**config.mk**
```make
export PLATFORM = sky130hd
export DESIGN_NAME = sn74xx251_rx
export DESIGN_NICKNAME = d
export VERILOG_FILES = /design/src/rtl/sn74xx251_rx.sv
export SDC_FILE = /design/constraint.sdc
export NUM_CORES = 1
export LEC_CHECK = 0
export ABC_AREA = 1
export BUFFER_PORTS_ARGS = -buffer_cell sky130_fd_sc_hd__buf_2
export CORE_MARGIN = 2
export CORE_UTILIZATION = 45
export DETAILED_ROUTE_END_ITERATION = 8
export PLACE_DENSITY = 0.67
export SLEW_MARGIN = 20
export SYNTH_ARGS = -nofsm -noshare
export SYNTH_HDL_FRONTEND = slang
export SYNTH_SLANG_ARGS = --single-unit
```
**constraint.sdc**
```tcl
create_clock -name clk -period 1.6 [get_ports clk]
set_input_delay 0.4 -clock clk [delete_from_list [all_inputs] [get_ports clk]]
set_output_delay 0.4 -clock clk [all_outputs]
set_load 0.05 [all_outputs]
```
**src/rtl/sn74xx251_rx.sv**
```systemverilog
// Rebuilds 8-bit words from a scanned SN74XX251 line (din at index sel while _str=0); optional macro SN74XX251_RX_DIFF_CHECK_EN adds a _din complement check.
// Latency: q_valid rises in the cycle right after the edge that samples the last missing bit.
// Backpressure: q holds while q_valid && !q_ready; a word completing then is dropped and ovf sticks until clr/_rst.
module sn74xx251_rx #(
  parameter int         SEQ_CHECK = 1,
  parameter logic [7:0] INIT_Q    = 8'h00
) (
  input  logic       clk,
  input  logic       _rst,
  input  logic       din,
`ifdef SN74XX251_RX_DIFF_CHECK_EN
  input  logic       _din,
`endif
  input  logic [2:0] sel,
  input  logic       _str,
  input  logic       clr,
  output logic [7:0] q,
  output logic       q_valid,
  input  logic       q_ready,
  output logic       busy,
  output logic       ferr,
  output logic       ovf
);

  logic [7:0] asm_q, asm_d;
  logic [7:0] mask_q, mask_d;
  logic [2:0] exp_q, exp_d;
  logic [7:0] q_d;
  logic       q_valid_d, ferr_d, ovf_d;
  logic       sample_ok, take, done;

`ifdef SN74XX251_RX_DIFF_CHECK_EN
  // Equal or unknown rails both fail: the xor must resolve to a definite 1.
  assign sample_ok = ((din ^ _din) === 1'b1);
`else
  assign sample_ok = 1'b1;
`endif

  always_comb begin
    asm_d     = asm_q;
    mask_d    = mask_q;
    exp_d     = exp_q;
    q_d       = q;
    q_valid_d = q_valid;
    ferr_d    = 1'b0;
    ovf_d     = ovf;
    take      = 1'b0;
    done      = 1'b0;

    if (!_str) begin
      if (!sample_ok) begin
        ferr_d = 1'b1;
        mask_d = 8'h00;
        exp_d  = 3'd0;
      end else if (SEQ_CHECK == 0 || sel == exp_q) begin
        take        = 1'b1;
        asm_d[sel]  = din;
        mask_d[sel] = 1'b1;
        if (SEQ_CHECK != 0) exp_d = exp_q + 3'd1;
      end else begin
        // Out-of-order index: a sel of 0 is still a legal word start.
        ferr_d = 1'b1;
        mask_d = 8'h00;
        exp_d  = 3'd0;
        if (sel == 3'd0) begin
          take     = 1'b1;
          asm_d[0] = din;
          mask_d   = 8'h01;
          exp_d    = 3'd1;
        end
      end
    end

    done = take && (mask_d == 8'hFF);
    if (done) begin
      mask_d = 8'h00;
      exp_d  = 3'd0;
    end

    if (done) begin
      if (!q_valid || q_ready) begin
        q_d       = asm_d;
        q_valid_d = 1'b1;
      end else begin
        ovf_d = 1'b1;
      end
    end else if (q_valid && q_ready) begin
      q_valid_d = 1'b0;
    end
  end

  always_ff @(posedge clk or negedge _rst) begin
    if (!_rst) begin
      asm_q   <= 8'h00;
      mask_q  <= 8'h00;
      exp_q   <= 3'd0;
      q       <= INIT_Q;
      q_valid <= 1'b0;
      ferr    <= 1'b0;
      ovf     <= 1'b0;
    end else if (clr) begin
      asm_q   <= 8'h00;
      mask_q  <= 8'h00;
      exp_q   <= 3'd0;
      q       <= INIT_Q;
      q_valid <= 1'b0;
      ferr    <= 1'b0;
      ovf     <= 1'b0;
    end else begin
      asm_q   <= asm_d;
      mask_q  <= mask_d;
      exp_q   <= exp_d;
      q       <= q_d;
      q_valid <= q_valid_d;
      ferr    <= ferr_d;
      ovf     <= ovf_d;
    end
  end

  assign busy = (mask_q != 8'h00);

endmodule

```
==> metrics.log <==
INFO  metric run_status = complete, but fails checks
INFO  metric violations_in_the_final_reports = negative setup slack
INFO  metric post-synth-top-area-cell = sky130_fd_sc_hd__dfrtp_1
INFO  metric detailed_place_hpwl = 2439 um
INFO  metric top_level_ports = 21
INFO  metric finalWorstPathRequiredPeriod = 1.672 ns
INFO  metric dieWidth = 62.03 um
INFO  metric drive_above_1_share = 40.49%
INFO  metric clock-root-buffer = sky130_fd_sc_hd__clkbuf_4
INFO  metric globalRoute.busiestLayer = met2
INFO  metric worstHoldPathType = in2async
INFO  metric detail_route.wl_per_cell = 10.77 um
INFO  metric floorplan.core_area = 3284 um^2
INFO  metric hold_viol = 0
INFO  metric postLayoutCoreUtil = 64.80%
INFO  metric max_cap_viol_count = 0
INFO  metric grt_util_met2 = 28.27%
INFO  metric grt_pass1_wl = 5016 um
INFO  metric antenna_cell_count = 0
INFO  metric die_area = 3847 um^2
INFO  metric layout.filler_cells = 285
INFO  metric viasPerCell = 4.468
INFO  metric clock_sink_total = 30
INFO  metric gr-usage-all-layers = 18.12%
INFO  metric drt_iter0_drc = 79
INFO  metric final-max-slew-violation-count = 0
INFO  metric grt_util_met1 = 23.77%
INFO  metric netlist_top_cells_area = sky130_fd_sc_hd__dfrtp_1 50%, sky130_fd_sc_hd__nand2_1 14%, sky130_fd_sc_hd__inv_1 7.4%
INFO  metric total_leakage_power = 1.146 nW
INFO  metric fmaxAchievable = 597.9 MHz
INFO  metric mappedNetlistArea = 1515 um^2
INFO  metric post-route-worst-setup-slack = -0.07249 ns
INFO  metric worstSkewPairLatency = 0.32 ns
INFO  metric grt_setup_unrepaired = true
INFO  metric grt_max_degree = 31
INFO  metric power_density = 731.1 nW/um^2
INFO  metric worst_pin_slew = 0.6865 ns
INFO  metric cp-start-kind = register
INFO  metric global_route_track_usage_on_met3 = 5.590%
INFO  metric grt_overflow_total = 0
INFO  metric htreeDepth = 2
INFO  metric kind_of_critical_path = reg2out
INFO  metric synth_cells = 189
INFO  metric via_count_of_the_first_global_routing_pass = 1186
INFO  metric synth_top_area_share = 49.55%
INFO  metric critical_path_required = 1.20 ns
INFO  metric detail-route-antenna-nets = 0
INFO  metric area_delta_synth_final = 40.46%
INFO  metric skew = 0.007676 ns
INFO  metric worst_ep_arrival_time = 1.27 ns
INFO  metric min_period_over_period = 104.5%
INFO  metric core.rowCount = 21
INFO  metric clock_tree_from_tritoncts = done
INFO  metric buffer_ports.inserted = 20
INFO  metric synth_sequential_area_ratio = 49.55%
INFO  metric ffs_latches_synth = 30
INFO  metric number_of_antenna_violations_at_the_first_check_in_global_routing = 0
INFO  metric route.vias.total = 1309
INFO  metric clk_path_buf_depth = 2
INFO  metric crit_path_max_fanout = 2
INFO  metric fin_nets = 256
INFO  metric finalSetupViolCount = 9
INFO  metric cts.reportedPaths.clkPinSlew = 0.09 ns
INFO  metric tritoncts.num_buffers = 5
INFO  metric setup-tns-final = -0.4111 ns
INFO  metric timing.slew.headroom = 54.09%
INFO  metric count_of_yosys_warnings_during_synthesis = 0
INFO  metric yosysUniqueCellTypes = 26
INFO  metric power.ir.vdd_worst = 0.5848 mV
INFO  metric syn_avg_cell_area = 8.017 um^2
INFO  metric drt-pass1-iter-count = 4
INFO  metric drc = 0
INFO  metric end_kind = primary output
INFO  metric floorplan.initialDensity = 46.13%
INFO  metric drt-total-wl = 3155 um
INFO  metric place.gp.congestion = 0.8125
INFO  metric synth.net_count = 199
INFO  metric chipHeight = 62.03 um
-- layout make-up --
| cell class | count | area (um^2) | area share, % |
|---|---|---|---|
| Multi-Input combinational cell | 124 | 745.7 | 35.04 |
| Clock buffer | 8 | 78.83 | 3.704 |
| Timing Repair Buffer | 54 | 376.6 | 17.70 |
| Tap cell | 46 | 57.56 | 2.704 |
| Sequential cell | 30 | 753.2 | 35.39 |
| Inverter | 31 | 116.4 | 5.467 |
-- synth_stat cells (all sizes together) --
library cell and n:
o211ai 1, xnor2 3, ha 1, o21ai 12, nand4 1, a21oi 8, clkbuf 2, nor3 3
nand3 11, xor2 1, dfrtp 30, nor2 20, nor4 1, nand2 61, buf 2, inv 31
nand3b 1
-- worst max-delay path, stage by stage (launching register included) --
cell	delay [ns]
sky130_fd_sc_hd__dfrtp_1	0.40
sky130_fd_sc_hd__nor4_2	0.26
sky130_fd_sc_hd__nand3_1	0.12
sky130_fd_sc_hd__buf_6	0.17
-- state kept, by name (all words and copies together) (netlist names) --
| name | cells |
|---|---|
| q | 8 |
| q_valid | 1 |
| asm_q | 8 |
| mask_q | 8 |
| ferr | 1 |
| ovf | 1 |
| exp_q | 3 |
-- power by group --
group / switching, mW / internal, mW
registers: 0.00606 / 0.768
logic: 0.143 / 0.0981
clock network: 0.240 / 0.300
total: 0.390 / 1.17
-- final timing paths --
check | startpoint | endpoint | slack [ns] | depth (start not counted)
min in group clk | clr | ferr | 0.27 | 2
setup reg to reg | exp_q[2] | q[0] | -0.06 | 10
setup / recovery | mask_q[7] | busy | -0.07 | 3
max in group asynchronous | _rst | exp_q[2] | 1.04 | 1
hold reg to reg | q[2] | q[2] | 0.48 | 2
hold / removal | _rst | asm_q[2] | 0.1 | 1
-- logic make-up after synthesis --
| logic type | count (synthesis) | share of synthesized area (%) |
|---|---|---|
| flops | 30 | 49.55 |
| xor+xnor | 4 | 2.808 |
| fa+ha+maj | 1 | 0.8256 |
| compound gates | 21 | 7.102 |
| simple gates | 98 | 30.06 |
| buf+inv | 35 | 9.661 |
-- per-layer routing --
metal,routed length (um),up-vias
li1,-,699
met1,1508,585
met2,1503,23
met3,127,2
met4,15,0
met5,0,-
-- placed cells by master, fill, tap and decap left out, types with 2 or more instances in the layout --
master                     netlist  routed
sky130_fd_sc_hd__buf_6           0       5
sky130_fd_sc_hd__nand2_4         1       3
sky130_fd_sc_hd__clkbuf_4        0       5
sky130_fd_sc_hd__inv_2           1       3
sky130_fd_sc_hd__nand3_1        10       5
sky130_fd_sc_hd__inv_1          30      28
sky130_fd_sc_hd__nand2_8         0       2
sky130_fd_sc_hd__xnor2_2         1       2
sky130_fd_sc_hd__nor2_1         16      15
sky130_fd_sc_hd__nor2_2          2       3
sky130_fd_sc_hd__o21ai_0        12       3
sky130_fd_sc_hd__clkbuf_8        0       3
sky130_fd_sc_hd__dfrtp_1        30      28
sky130_fd_sc_hd__dfrtp_2         0       2
sky130_fd_sc_hd__nand2_2         5      13
sky130_fd_sc_hd__nand3_2         0       5
sky130_fd_sc_hd__nand2_1        55      43
sky130_fd_sc_hd__buf_2           0      19
sky130_fd_sc_hd__o21ai_1         0       9
sky130_fd_sc_hd__a21oi_1         8       8
sky130_fd_sc_hd__buf_4           1      30
sky130_fd_sc_hd__nor3_1          3       3
-- stage by stage --
stage	worst slack (ns)	hold slack, ns	cells	power (mW)	area [um^2]
final	-0.07249	0.09861	293	1.556	2128
after global routing	-0.1665	0.1368	293	1.643	2128
after CTS	-0.08764	0.1043	292	1.560	2082
after detailed placement	-0.3342	0.4591	282	0.9955	1904
after global placement	-0.3411	0.4602	282	0.9947	1904
after floorplan	-0.003898	0.1044	189	0.9061	1551
-- what timing repair did --
action | in CTS | in global routing
hold buffers | 0 | 0
buffers inserted | 2 | 1
endpoints found under the setup margin | 19 | 22
pin swaps | 9 | 7
gates cloned | 0 | 0
resized for setup | 24 | 17
(Power assumes the default switching activity.)
